**config.mk**
```make
export PLATFORM = sky130hd
export DESIGN_NAME = mem_wb_stage_flat
export DESIGN_NICKNAME = d
export VERILOG_FILES = /design/src/rtl/mem_wb_stage_if.sv /design/src/rtl/mem_wb_stage.sv /design/src/flat_wrapper.sv
export SDC_FILE = /design/constraint.sdc
export NUM_CORES = 1
export LEC_CHECK = 0
export BUFFER_PORTS_ARGS = -buffer_cell sky130_fd_sc_hd__buf_4
export CORE_ASPECT_RATIO = 0.8
export CORE_MARGIN = 2
export CORE_UTILIZATION = 45
export DETAILED_ROUTE_END_ITERATION = 10
export HOLD_SLACK_MARGIN = 0.12
export PLACE_DENSITY = 0.79
export SLEW_MARGIN = 20
export SYNTH_ARGS = -nofsm -noshare
export SYNTH_HDL_FRONTEND = slang
export SYNTH_SLANG_ARGS = --single-unit
```
**constraint.sdc**
```tcl
create_clock -name clk -period 2.3 [get_ports clk]
set_clock_uncertainty 0.05 [all_clocks]
set_input_delay 0.115 -clock clk [delete_from_list [all_inputs] [get_ports clk]]
set_output_delay 0.115 -clock clk [all_outputs]
set_load 0.005 [all_outputs]
```
**src/rtl/mem_wb_stage_if.sv**
```systemverilog
// ============================================================================
// Module      : mem_wb_stage_if
// Description : MEM -> WB bus bundle. The master drives the MEM-stage slot and
//               the stall/flush controls; the slave (the WB register) returns
//               the registered write-back fields.
// Revision    : 1.0  initial release
// ============================================================================
`default_nettype none

interface mem_wb_stage_if #(
  parameter int XLEN   = 32,
  parameter int REG_AW = 5
);
  logic              stall;
  logic              flush;
  logic              mem_valid;
  logic              mem_reg_write;
  logic [REG_AW-1:0] mem_rd;
  logic [XLEN-1:0]   mem_result;
  logic [XLEN-1:0]   mem_link_addr;
  logic [XLEN-1:0]   mem_rdata;
  logic [XLEN-1:0]   io_din;
  logic [2:0]        mem_funct3;
  logic [1:0]        wb_src;

  logic              wb_valid;
  logic              wb_reg_write;
  logic [REG_AW-1:0] wb_rd;
  logic [XLEN-1:0]   wb_result;
  logic              wb_is_io;

  modport master (
    output stall, flush, mem_valid, mem_reg_write, mem_rd, mem_result,
           mem_link_addr, mem_rdata, io_din, mem_funct3, wb_src,
    input  wb_valid, wb_reg_write, wb_rd, wb_result, wb_is_io
  );

  modport slave (
    input  stall, flush, mem_valid, mem_reg_write, mem_rd, mem_result,
           mem_link_addr, mem_rdata, io_din, mem_funct3, wb_src,
    output wb_valid, wb_reg_write, wb_rd, wb_result, wb_is_io
  );
endinterface

`default_nettype wire

```
**src/rtl/mem_wb_stage.sv**
```systemverilog
// ============================================================================
// Module      : mem_wb_stage
// Description : MEM/WB pipeline register. Selects memory or IO load data,
//               extracts and extends byte/half/word loads, picks the
//               write-back value and registers it under rst > flush > stall
//               > load priority.
//               Optional macro MEM_WB_PERF_CNT_EN adds saturating
//               retired_cnt / stall_cnt performance counters.
// Revision    : 1.0  initial release
// ============================================================================
`default_nettype none

module mem_wb_stage #(
  parameter int XLEN        = 32,
  parameter int REG_AW      = 5,
  parameter int IO_ADDR_BIT = 10,
  parameter int CNT_W       = 32
) (
  input  logic                clk,
  input  logic                rst,
  mem_wb_stage_if.slave       bus
`ifdef MEM_WB_PERF_CNT_EN
  ,
  output logic [CNT_W-1:0]    retired_cnt,
  output logic [CNT_W-1:0]    stall_cnt
`endif
);

  // Byte-lane offset width: 4 lanes at XLEN=32, 8 lanes at XLEN=64.
  localparam int OFF_W = (XLEN == 64) ? 3 : 2;

  logic              is_io;
  logic [XLEN-1:0]   raw;
  logic [OFF_W-1:0]  off;
  logic [7:0]        lane_byte;
  logic [15:0]       lane_half;
  logic [XLEN-1:0]   word_sx;
  logic [XLEN-1:0]   word_zx;
  logic [XLEN-1:0]   load_val;
  logic [XLEN-1:0]   wb_next;
  logic              load_en;

  logic              wb_valid_d,     wb_valid_q;
  logic              wb_reg_write_d, wb_reg_write_q;
  logic [REG_AW-1:0] wb_rd_d,        wb_rd_q;
  logic [XLEN-1:0]   wb_result_d,    wb_result_q;
  logic              wb_is_io_d,     wb_is_io_q;

  // Pick the load source and slice the addressed byte and halfword lanes.
  always_comb begin
    is_io     = bus.mem_result[IO_ADDR_BIT];
    raw       = is_io ? bus.io_din : bus.mem_rdata;
    off       = bus.mem_result[OFF_W-1:0];
    lane_byte = raw[{off, 3'b000} +: 8];
    lane_half = raw[{off[OFF_W-1:1], 4'b0000} +: 16];
  end

  // Word loads only narrow the data on a 64-bit datapath; on 32 bits the
  // whole raw word is the result for both LW and LWU.
  generate
    if (XLEN == 64) begin : g_word_x64
      logic [31:0] lane_word;
      assign lane_word = off[OFF_W-1] ? raw[XLEN-1:XLEN-32] : raw[31:0];
      assign word_sx   = {{(XLEN-32){lane_word[31]}}, lane_word};
      assign word_zx   = {{(XLEN-32){1'b0}}, lane_word};
    end else begin : g_word_x32
      assign word_sx = raw;
      assign word_zx = raw;
    end
  endgenerate

  // Extend the selected lane by funct3, then choose the write-back source.
  always_comb begin
    load_val = raw;
    case (bus.mem_funct3)
      3'b000:  load_val = {{(XLEN-8){lane_byte[7]}}, lane_byte};
      3'b100:  load_val = {{(XLEN-8){1'b0}}, lane_byte};
      3'b001:  load_val = {{(XLEN-16){lane_half[15]}}, lane_half};
      3'b101:  load_val = {{(XLEN-16){1'b0}}, lane_half};
      3'b010:  load_val = word_sx;
      3'b110:  load_val = word_zx;
      default: load_val = raw;
    endcase

    wb_next = '0;
    case (bus.wb_src)
      2'd0:    wb_next = bus.mem_result;
      2'd1:    wb_next = load_val;
      2'd2:    wb_next = bus.mem_link_addr;
      default: wb_next = '0;
    endcase
  end

  // Next WB state: reset and flush clear, stall holds, otherwise load.
  always_comb begin
    load_en        = !rst && !bus.flush && !bus.stall;
    wb_valid_d     = wb_valid_q;
    wb_reg_write_d = wb_reg_write_q;
    wb_rd_d        = wb_rd_q;
    wb_result_d    = wb_result_q;
    wb_is_io_d     = wb_is_io_q;
    if (rst || bus.flush) begin
      wb_valid_d     = 1'b0;
      wb_reg_write_d = 1'b0;
      wb_rd_d        = '0;
      wb_result_d    = '0;
      wb_is_io_d     = 1'b0;
    end else if (!bus.stall) begin
      wb_valid_d     = bus.mem_valid;
      // x0 is hard-wired zero, so a write there is suppressed at the port.
      wb_reg_write_d = bus.mem_valid && bus.mem_reg_write && (bus.mem_rd != '0);
      wb_rd_d        = bus.mem_rd;
      wb_result_d    = wb_next;
      wb_is_io_d     = is_io;
    end
  end

  // WB register bank.
  always_ff @(posedge clk) begin
    wb_valid_q     <= wb_valid_d;
    wb_reg_write_q <= wb_reg_write_d;
    wb_rd_q        <= wb_rd_d;
    wb_result_q    <= wb_result_d;
    wb_is_io_q     <= wb_is_io_d;
  end

  assign bus.wb_valid     = wb_valid_q;
  assign bus.wb_reg_write = wb_reg_write_q;
  assign bus.wb_rd        = wb_rd_q;
  assign bus.wb_result    = wb_result_q;
  assign bus.wb_is_io     = wb_is_io_q;

`ifdef MEM_WB_PERF_CNT_EN
  logic [CNT_W-1:0] retired_cnt_d, retired_cnt_q;
  logic [CNT_W-1:0] stall_cnt_d,   stall_cnt_q;

  // Saturating counters: retired on real loads, stalled on held cycles.
  always_comb begin
    retired_cnt_d = retired_cnt_q;
    stall_cnt_d   = stall_cnt_q;
    if (rst) begin
      retired_cnt_d = '0;
      stall_cnt_d   = '0;
    end else begin
      if (load_en && bus.mem_valid && !(&retired_cnt_q))
        retired_cnt_d = retired_cnt_q + CNT_W'(1);
      if (bus.stall && !bus.flush && !(&stall_cnt_q))
        stall_cnt_d = stall_cnt_q + CNT_W'(1);
    end
  end

  // Counter registers.
  always_ff @(posedge clk) begin
    retired_cnt_q <= retired_cnt_d;
    stall_cnt_q   <= stall_cnt_d;
  end

  assign retired_cnt = retired_cnt_q;
  assign stall_cnt   = stall_cnt_q;
`else
  generate
    if (CNT_W > 0) begin : g_no_perf_cnt
    end
  endgenerate
`endif

endmodule

`default_nettype wire

```
**src/flat_wrapper.sv**
```systemverilog
// flat-port wrapper written by rule: the top's interface ports become plain ports
module mem_wb_stage_flat 
#(
  parameter int XLEN        = 32,
  parameter int REG_AW      = 5,
  parameter int IO_ADDR_BIT = 10,
  parameter int CNT_W       = 32
)
  (clk, rst, bus_stall, bus_flush, bus_mem_valid, bus_mem_reg_write, bus_mem_rd, bus_mem_result, bus_mem_link_addr, bus_mem_rdata, bus_io_din, bus_mem_funct3, bus_wb_src, bus_wb_valid, bus_wb_reg_write, bus_wb_rd, bus_wb_result, bus_wb_is_io);
  mem_wb_stage_if #(.XLEN(XLEN), .REG_AW(REG_AW)) bus_i ();
  input  logic clk;
  input  logic rst;
  input wire logic [$bits(bus_i.stall)-1:0] bus_stall;
  input wire logic [$bits(bus_i.flush)-1:0] bus_flush;
  input wire logic [$bits(bus_i.mem_valid)-1:0] bus_mem_valid;
  input wire logic [$bits(bus_i.mem_reg_write)-1:0] bus_mem_reg_write;
  input wire logic [$bits(bus_i.mem_rd)-1:0] bus_mem_rd;
  input wire logic [$bits(bus_i.mem_result)-1:0] bus_mem_result;
  input wire logic [$bits(bus_i.mem_link_addr)-1:0] bus_mem_link_addr;
  input wire logic [$bits(bus_i.mem_rdata)-1:0] bus_mem_rdata;
  input wire logic [$bits(bus_i.io_din)-1:0] bus_io_din;
  input wire logic [$bits(bus_i.mem_funct3)-1:0] bus_mem_funct3;
  input wire logic [$bits(bus_i.wb_src)-1:0] bus_wb_src;
  output wire logic [$bits(bus_i.wb_valid)-1:0] bus_wb_valid;
  output wire logic [$bits(bus_i.wb_reg_write)-1:0] bus_wb_reg_write;
  output wire logic [$bits(bus_i.wb_rd)-1:0] bus_wb_rd;
  output wire logic [$bits(bus_i.wb_result)-1:0] bus_wb_result;
  output wire logic [$bits(bus_i.wb_is_io)-1:0] bus_wb_is_io;
  assign bus_i.stall = bus_stall;
  assign bus_i.flush = bus_flush;
  assign bus_i.mem_valid = bus_mem_valid;
  assign bus_i.mem_reg_write = bus_mem_reg_write;
  assign bus_i.mem_rd = bus_mem_rd;
  assign bus_i.mem_result = bus_mem_result;
  assign bus_i.mem_link_addr = bus_mem_link_addr;
  assign bus_i.mem_rdata = bus_mem_rdata;
  assign bus_i.io_din = bus_io_din;
  assign bus_i.mem_funct3 = bus_mem_funct3;
  assign bus_i.wb_src = bus_wb_src;
  assign bus_wb_valid = bus_i.wb_valid;
  assign bus_wb_reg_write = bus_i.wb_reg_write;
  assign bus_wb_rd = bus_i.wb_rd;
  assign bus_wb_result = bus_i.wb_result;
  assign bus_wb_is_io = bus_i.wb_is_io;
  mem_wb_stage #(.XLEN(XLEN), .REG_AW(REG_AW), .IO_ADDR_BIT(IO_ADDR_BIT), .CNT_W(CNT_W)) u_core (.clk(clk), .rst(rst), .bus(bus_i));
endmodule
```
==> results by group, run 1 <==
Global routing
  – Initial antenna violation count: 0
  – GRT Util Overall: 30.63%
  – Pin count of the biggest net entering global routing: 43
  – Global-route wire length before repair: 18770 µm
  – GR Overflow Total: 0
  – Via count of the first global-routing pass: 3671

Clocking
  – Postcts setup bufs: 0
  – CTS clk-pin slew, worst paths: 0.09 ns
  – CTS H-tree depth: 2
  – CTS Buffer Depth: 2
  – Clock root cell: clkbuf_8
  – CTS buffer count: 5
  – Clk Latency, worst-skew pair: 0.30 ns
  – CTS Sinks: 40
  – CTS tree: yes

Critical path
  – R2R depth: 4
  – R2r endpoint: u_core.bus.wb_result[12]
  – Worst EP required: 2.46 ns
  – Crit path capture type: register
  – Reg2reg setup slack: 1.11 ns
  – CP Launch Point: bus_wb_src[1]
  – R2r startpoint: u_core.bus.wb_result[12]
  – Worst-path maximum fanout: 19
  – WS Path Type: primary input to register
  – CP arrival: 1.95 ns
  – Startpoint types: primary input

Final layout
  – Area Growth Syn to Fin: 56.43%
  – Nets: 684
  – Fill cells: 521
  – Diode count: 0
  – Utilization after layout: 71.76%
  – Non-filler instance count after layout: 628
  – Final non-filler cell area: 0.004897 mm²
  – Share of cells above drive strength 1: 43.81%

Hold path
  – Hold depth: 3
  – Min-Delay Path Class: primary input to register
  – Hold EP: u_core.bus.wb_result[25]
  – Hold path startpoint: bus_io_din[25]

Logic synthesis
  – FF+latch count, synth: 40
  – Syn Inst Count: 350
  – Compound-Gate Fraction of Synth Area: 23.70%
  – Async set-reset flop share out of synthesis: 0%
  – Syn Area/Cell: 8.944 µm²
  – Xor and xnor area share after synthesis: 0%
  – Yosys cell types: 35
  – Synthesized cell area: 0.003131 mm²
  – Multiplexer share of the synthesized area: 36.41%
  – Primary FF master, synth: dfxtp_1
  – Adder-Cell Fraction of Synth Area: 0%
  – Post-Syn Nets: 494
  – Post-synth EDFFs: 0
  – Largest family of logic cells by synthesized area: multiplexers
  – Simple-Gate Fraction of Synth Area: 9.472%
  – Seq/Total Area, Yosys: 25.58%
  – YS warnings: 0

Power and ir drop
  – LEAKAGE: 2.233 nW
  – PwrDens: 410.5 mW/mm²
  – Worst vdd ir: 240.9 µV
  – Total power: 2.010 mW

Drt
  – Detailed Route WL: 11980 µm
  – Antenna-violating nets left: 0
  – First-pass DRT Iterations: 5
  – Starting DRC count in detailed routing: 284
  – Wirelength per Cell: 19.07 µm
  – Vias per inst: 5.876
  – DR vias: 3690
  – Residual DRC: 0

Die
  – Standard-cell rows: 27
  – Initial core utilization: 45.87%
  – Io pins: 184
  – Die Height: 78.60 µm
  – Die Width: 97.25 µm
  – Die area: 0.007644 mm²
  – Core area: 0.006824 mm²

Placed design
  – Dpl cells: 594
  – GP Congestion: 1.008
  – DP HPWL: 8916 µm
  – Cell area after placement: 0.004516 mm²
  – Port Buffers: 183

Outcome
  – Run status: finished clean

Timing
  – Worst Tran Pin Value: 1.053 ns
  – Count of pins over their slew limit: 0
  – RSZ-0062 raised after global routing: no
  – Period Utilization, post-route: 77.83%
  – TNS Setup: 0 ns
  – Relative slew margins: 29.80%
  – Peak Freq: 558.6 MHz
  – Minimum period implied by the final worst setup slack: 1.790 ns
  – Setup-failing EPs final: 0
  – Final hold viol count: 0

Run
  – Max_cap viols: 0
==> worst max-delay path, cell delays in order <==
cell and delay, ns:
buf_4 0.22, nand2b_1 0.35, nor3_1 0.75, a221oi_1 0.21, a221oi_1 0.29
==> layer usage <==
layer	routed length, µm	track usage, %	share of wire [%]	vias to the layer above
met5	0	0	0	-
met4	255	8.750	2.1	0
met3	1242	6.857	10	23
met2	5544	50.42	46	236
met1	4934	40.59	41	1698
li1	-	-	-	1733
==> cell type report <==
type / instances / area [µm²] / area share [%]
clock buffers: 6 / 82.58 / 1.686
clock inverters: 2 / 38.79 / 0.7920
inverters: 1 / 3.754 / 0.07665
multi-input cells: 277 / 2183 / 44.58
flip-flops and latches: 40 / 800.8 / 16.35
well taps: 87 / 108.9 / 2.223
repair buffers: 215 / 1679 / 34.29
==> synth_stat cells (2+ instances only) <==
master | n | share of area [%]
or2_2 | 2 | 0.40
nor2_1 | 17 | 2.0
clkbuf_1 | 15 | 1.8
dfxtp_1 | 40 | 26
mux2_2 | 33 | 12
a22oi_1 | 16 | 3.8
a2111oi_1 | 8 | 2.6
o21ai_0 | 23 | 3.7
o211ai_1 | 17 | 4.1
nand2b_1 | 3 | 0.60
buf_2 | 13 | 2.1
mux2i_1 | 70 | 22
buf_1 | 2 | 0.24
a21oi_1 | 19 | 3.0
nor3_1 | 2 | 0.32
o22ai_1 | 7 | 1.4
a221oi_1 | 15 | 4.2
nand3_1 | 8 | 1.3
nand2_1 | 19 | 2.3
mux4_2 | 3 | 2.2
nor2b_1 | 4 | 0.80
==> cell families after synthesis <==
family / Yosys count
AO/OA/AOI/OAI: 109
multiplexers: 106
AND/OR/NAND/NOR: 62
flip-flops: 40
buffers and inverters: 33
==> report_power, final <==
part / switching (mW) / internal (mW) / leakage [nW] / total, mW
Sequential: 0.0118 / 0.713 / 0.325 / 0.724
Clock: 0.271 / 0.355 / 0.0614 / 0.627
Combinational: 0.286 / 0.373 / 1.85 / 0.659
==> through the flow <==
stage	hold WS (ns)	setup WS [ns]
global placement	0.3124	0.2693
floorplan	0.2089	0.6241
global route	0.1469	0.3578
detailed placement	0.3211	0.2610
finish	0.1296	0.5098
CTS	0.1299	0.5771
==> worst max-delay path by stage <==
stage,to,slack (ns),depth (start not counted)
floorplan,u_core.bus.wb_result[10],0.62,6
detailed placement,u_core.bus.wb_result[0],0.26,5
CTS,u_core.bus.wb_result[0],0.58,5
global route,u_core.bus.wb_result[4],0.36,5
global placement,u_core.bus.wb_result[12],0.27,5
finish,u_core.bus.wb_result[1],0.51,5
==> cells in the final DEF (no fill, tap or decap) <==
cell type	Yosys	routed
a2111oi_1	8	8
a21o_1	1	1
a21oi_1	19	19
a221oi_1	15	15
a22o_1	1	1
a22oi_1	16	16
and2_0	1	1
and2_1	1	1
and4_1	1	1
buf_4	1	189
bufinv_16	0	1
clkbuf_8	0	6
clkinv_4	0	1
dfxtp_1	40	40
dlygate4sd3_1	0	26
inv_1	1	1
mux2_2	33	33
mux2i_1	70	70
mux4_2	3	3
nand2_1	19	19
nand2b_1	3	3
nand3_1	8	8
nor2_1	17	17
nor2b_1	4	4
nor3_1	2	2
nor3b_2	0	1
nor4_2	1	1
o211ai_1	17	17
o21a_1	1	1
o21ai_0	23	23
o21ai_1	1	1
o22ai_1	7	7
or2_0	1	1
or2_2	2	2
or4_1	1	1
==> flip-flops by register name, indices dropped and copies added (netlist names) <==
register	cells
u_core.bus.wb_result	32
u_core.bus.wb_rd	5
u_core.bus.wb_is_io	1
u_core.bus.wb_reg_write	1
u_core.bus.wb_valid	1
==> what timing repair did <==
| action | 4_1_cts | 5_1_grt |
|---|---|---|
| hold buffers | 26 | 0 |
| resized for setup | 0 | 0 |
| hold endpoints to repair | 16 | 0 |
Note: power is estimated with default switching activity, not from simulation.
==> run 2: changes to the inputs <==
--- a/config.mk
+++ b/config.mk
@@ -8,10 +8,10 @@
 export BUFFER_PORTS_ARGS = -buffer_cell sky130_fd_sc_hd__buf_4
 export CORE_ASPECT_RATIO = 0.8
 export CORE_MARGIN = 2
-export CORE_UTILIZATION = 45
+export CORE_UTILIZATION = 40
 export DETAILED_ROUTE_END_ITERATION = 10
 export HOLD_SLACK_MARGIN = 0.12
-export PLACE_DENSITY = 0.79
+export PLACE_DENSITY = 0.74
 export SLEW_MARGIN = 20
 export SYNTH_ARGS = -nofsm -noshare
 export SYNTH_HDL_FRONTEND = slang
==> constraint.sdc (replaced) <==
create_clock -name clk -period 1.51 [get_ports clk]
set_clock_uncertainty 0.05 [all_clocks]
set_input_delay 0.0755 -clock clk [delete_from_list [all_inputs] [get_ports clk]]
set_output_delay 0.0755 -clock clk [all_outputs]
set_load 0.005 [all_outputs]
==> run 2 against run 1 <==
  * Sequential power is 52% higher
  * Critical path depth up 1
  * Count of clock-buffer cells in the layout is the same
  * Utilization increased by 3.6 points
  * Cell area is 15% higher
  * Combinational power grew 85%
  * Sequential share of layout area down 2.2 points
  * Critical path type unchanged
  * Largest cell class unchanged
  * Largest power group is now combinational logic
==> results by group, run 2 (same netlist as run 1, synthesis figures left out) <==
Clocking
  – CTS Sinks: 40 (unchanged)
  – Clk Latency, worst-skew pair: 0.29 ns (about the same)
  – CTS H-tree depth: 2 (unchanged)
  – CTS clk-pin slew, worst paths: 0.09 ns (about the same)
  – Clock root cell: clkbuf_8
  – Postcts setup bufs: 0 (unchanged)
  – CTS buffer count: 5 (unchanged)
  – CTS tree: yes
  – CTS Buffer Depth: 2 (unchanged)

Power and ir drop
  – Total power: 3.106 mW (+55%)
  – Worst vdd ir: 338.7 µV (+41%)
  – PwrDens: 549.5 mW/mm² (+34%)
  – LEAKAGE: 2.507 nW (+12%)

Final layout
  – Utilization after layout: 75.40% (+3.6 points)
  – Commonest non-fill, non-tap cell in the layout: buf_4
  – Share of cells above drive strength 1: 46.49% (+2.7 points)
  – Final non-filler cell area: 0.005653 mm² (+15%)
  – Sequential cell area: 800.8 µm² (unchanged)
  – Nets: 741 (+8.3%)
  – Max reg flops: 32 (unchanged)
  – Diode count: 0 (unchanged)
  – Area Growth Syn to Fin: 80.58%
  – Commonest cells after routing, fill and taps aside: buf_4, mux2i_1, dlygate4sd3_1, dfxtp_1, mux2_2
  – Fill cells: 556 (+6.7%)
  – Multi-input logic area: 0.002382 mm² (+9.1%)

Drt
  – Top sig layer: met4
  – WL met1: 5426 µm (+10%)
  – Met2 routed WL: 6178 µm (+11%)
  – Met3 WL post-DR: 1052 µm (-15%)
  – Detailed Route WL: 13000 µm (+8.5%)
  – Wirelength per Cell: 18.49 µm (-3.0%)
  – Antenna-violating nets left: 0 (unchanged)
  – Starting DRC count in detailed routing: 171 (-40%)
  – DR vias: 3869 (+4.9%)
  – Residual DRC: 0 (unchanged)
  – Vias per inst: 5.504 (-6.3%)
  – First-pass DRT Iterations: 4 (-1)

Timing
  – Worst Tran Pin Value: 1.006 ns (-0.04703 ns)
  – Setup-failing EPs final: 0 (unchanged)
  – Count of pins over their slew limit: 0 (unchanged)
  – Relative slew margins: 32.93% (+3.1 points)
  – Peak Freq: 667.8 MHz
  – RSZ-0062 raised after global routing: yes
  – Final hold viol count: 0 (unchanged)
  – Period Utilization, post-route: 99.17%
  – Minimum period implied by the final worst setup slack: 1.498 ns

Die
  – Io pins: 184 (unchanged)
  – Standard-cell rows: 28 (+3.7%)
  – Initial core utilization: 41.76% (-4.1 points)
  – Core area: 0.007497 mm² (+9.9%)
  – Die Width: 102.9 µm (+5.8%)
  – Die Height: 83.13 µm (+5.8%)
  – Die area: 0.008554 mm² (+12%)

Global routing
  – Initial antenna violation count: 0 (unchanged)
  – Pin count of the biggest net entering global routing: 26 (-40%)
  – GR Overflow Total: 0 (unchanged)
  – Via count of the first global-routing pass: 4145 (+13%)
  – Global-route wire length before repair: 20410 µm (+8.7%)
  – GRT Util Overall: 30.20% (-0.43 points)

Critical path
  – Worst-path maximum fanout: 2 (-17)
  – Max stage delay cell, worst path: dlygate4sd3_1
  – Crit path capture type: register
  – Crit-path max cell delay: 0.55 ns (-0.20 ns)
  – Startpoint types: primary input
  – Worst EP required: 1.61 ns (-0.85 ns)
  – Crit-path cells: dlygate4sd3_1 > buf_4 > mux2i_2 > mux2i_1 > a221oi_1 > a221oi_1
  – CP arrival: 1.60 ns (-0.35 ns)
  – WS Path Type: primary input to register
  – Critical path's most frequent cell: a221oi_1

Run
  – Max_cap viols: 0 (unchanged)

Placed design
  – GP Congestion: 0.8570 (-15%)
  – DP HPWL: 9497 µm (+6.5%)
  – Cell area after placement: 0.004947 mm² (+9.6%)
  – Port Buffers: 183 (unchanged)

Hold path
  – Min-Delay Path Class: primary input to register

Outcome
  – Run status: finished clean
==> run 2: cell count changes in the layout (fill, tap and decap cells not counted), moves of 2 or more <==
cell and change:
mux2i_1 -4, buf_4 +21, dlygate4sd3_1 +32, mux2i_2 +4
a221oi_1 -3, buf_12 +4, a221oi_2 +2, clkinvlp_4 +2
a2111oi_4 +8, a2111oi_1 -8
==> run 2: power by group <==
| group | internal [mW] | switching [mW] |
|---|---|---|
| registers | 1.09 | 0.0183 |
| logic | 0.709 | 0.514 |
| clock network | 0.370 | 0.408 |
| total | 2.17 | 0.941 |
==> run 2: layout make-up <==
class                   count  area share [%]
clock inverters             2          0.2656
clock buffers               6           1.461
well taps                 105           2.324
flip-flops and latches     40           14.17
repair buffers            272           39.58
inverters                   1         0.06640
multi-input cells         277           42.14
==> run 2: final timing paths <==
path	to	cells past startpoint	slack, ns	from
worst max-delay path	u_core.bus.wb_result[4]	6	0.01	bus_io_din[28]
worst min-delay path	u_core.bus.wb_result[20]	3	0.10	bus_io_din[20]
worst max register to register	u_core.bus.wb_result[13]	4	0.34	u_core.bus.wb_result[13]
worst min register to register	u_core.bus.wb_rd[3]	2	0.45	u_core.bus.wb_rd[3]
==> run 2: worst max-delay path: cells and delay by family <==
family | cells | cell delay, ns
AO/OA/AOI/OAI | 2 | 0.42
buffers and inverters | 2 | 0.70
multiplexers | 2 | 0.41
==> run 2: through the flow <==
stage | std cells | setup TNS [ns] | worst slack, ns | hold slack [ns]
floorplan | 350 | -0.3766 | -0.04707 | 0.1694
finish | 703 | 0 | 0.01249 | 0.1039
detailed placement | 637 | -4.371 | -0.2226 | 0.2809
global route | 703 | -0.03845 | -0.03845 | 0.1279
global placement | 637 | -3.259 | -0.1858 | 0.2693
CTS | 704 | 0 | 0.03450 | 0.1201
==> run 2: layer usage <==
metal | vias to the layer above | GRT usage, %
met4 | 0 | 9.809
met1 | 1798 | 38.53
met3 | 29 | 6.734
li1 | 1849 | -
met5 | - | 0
met2 | 193 | 50.00
==> run 2: what timing repair did <==
item | CTS | global route
setup endpoints to repair | 0 | 5
hold endpoints to repair | 22 | 0
hold buffers | 59 | 0
gates resized for setup | 0 | 6
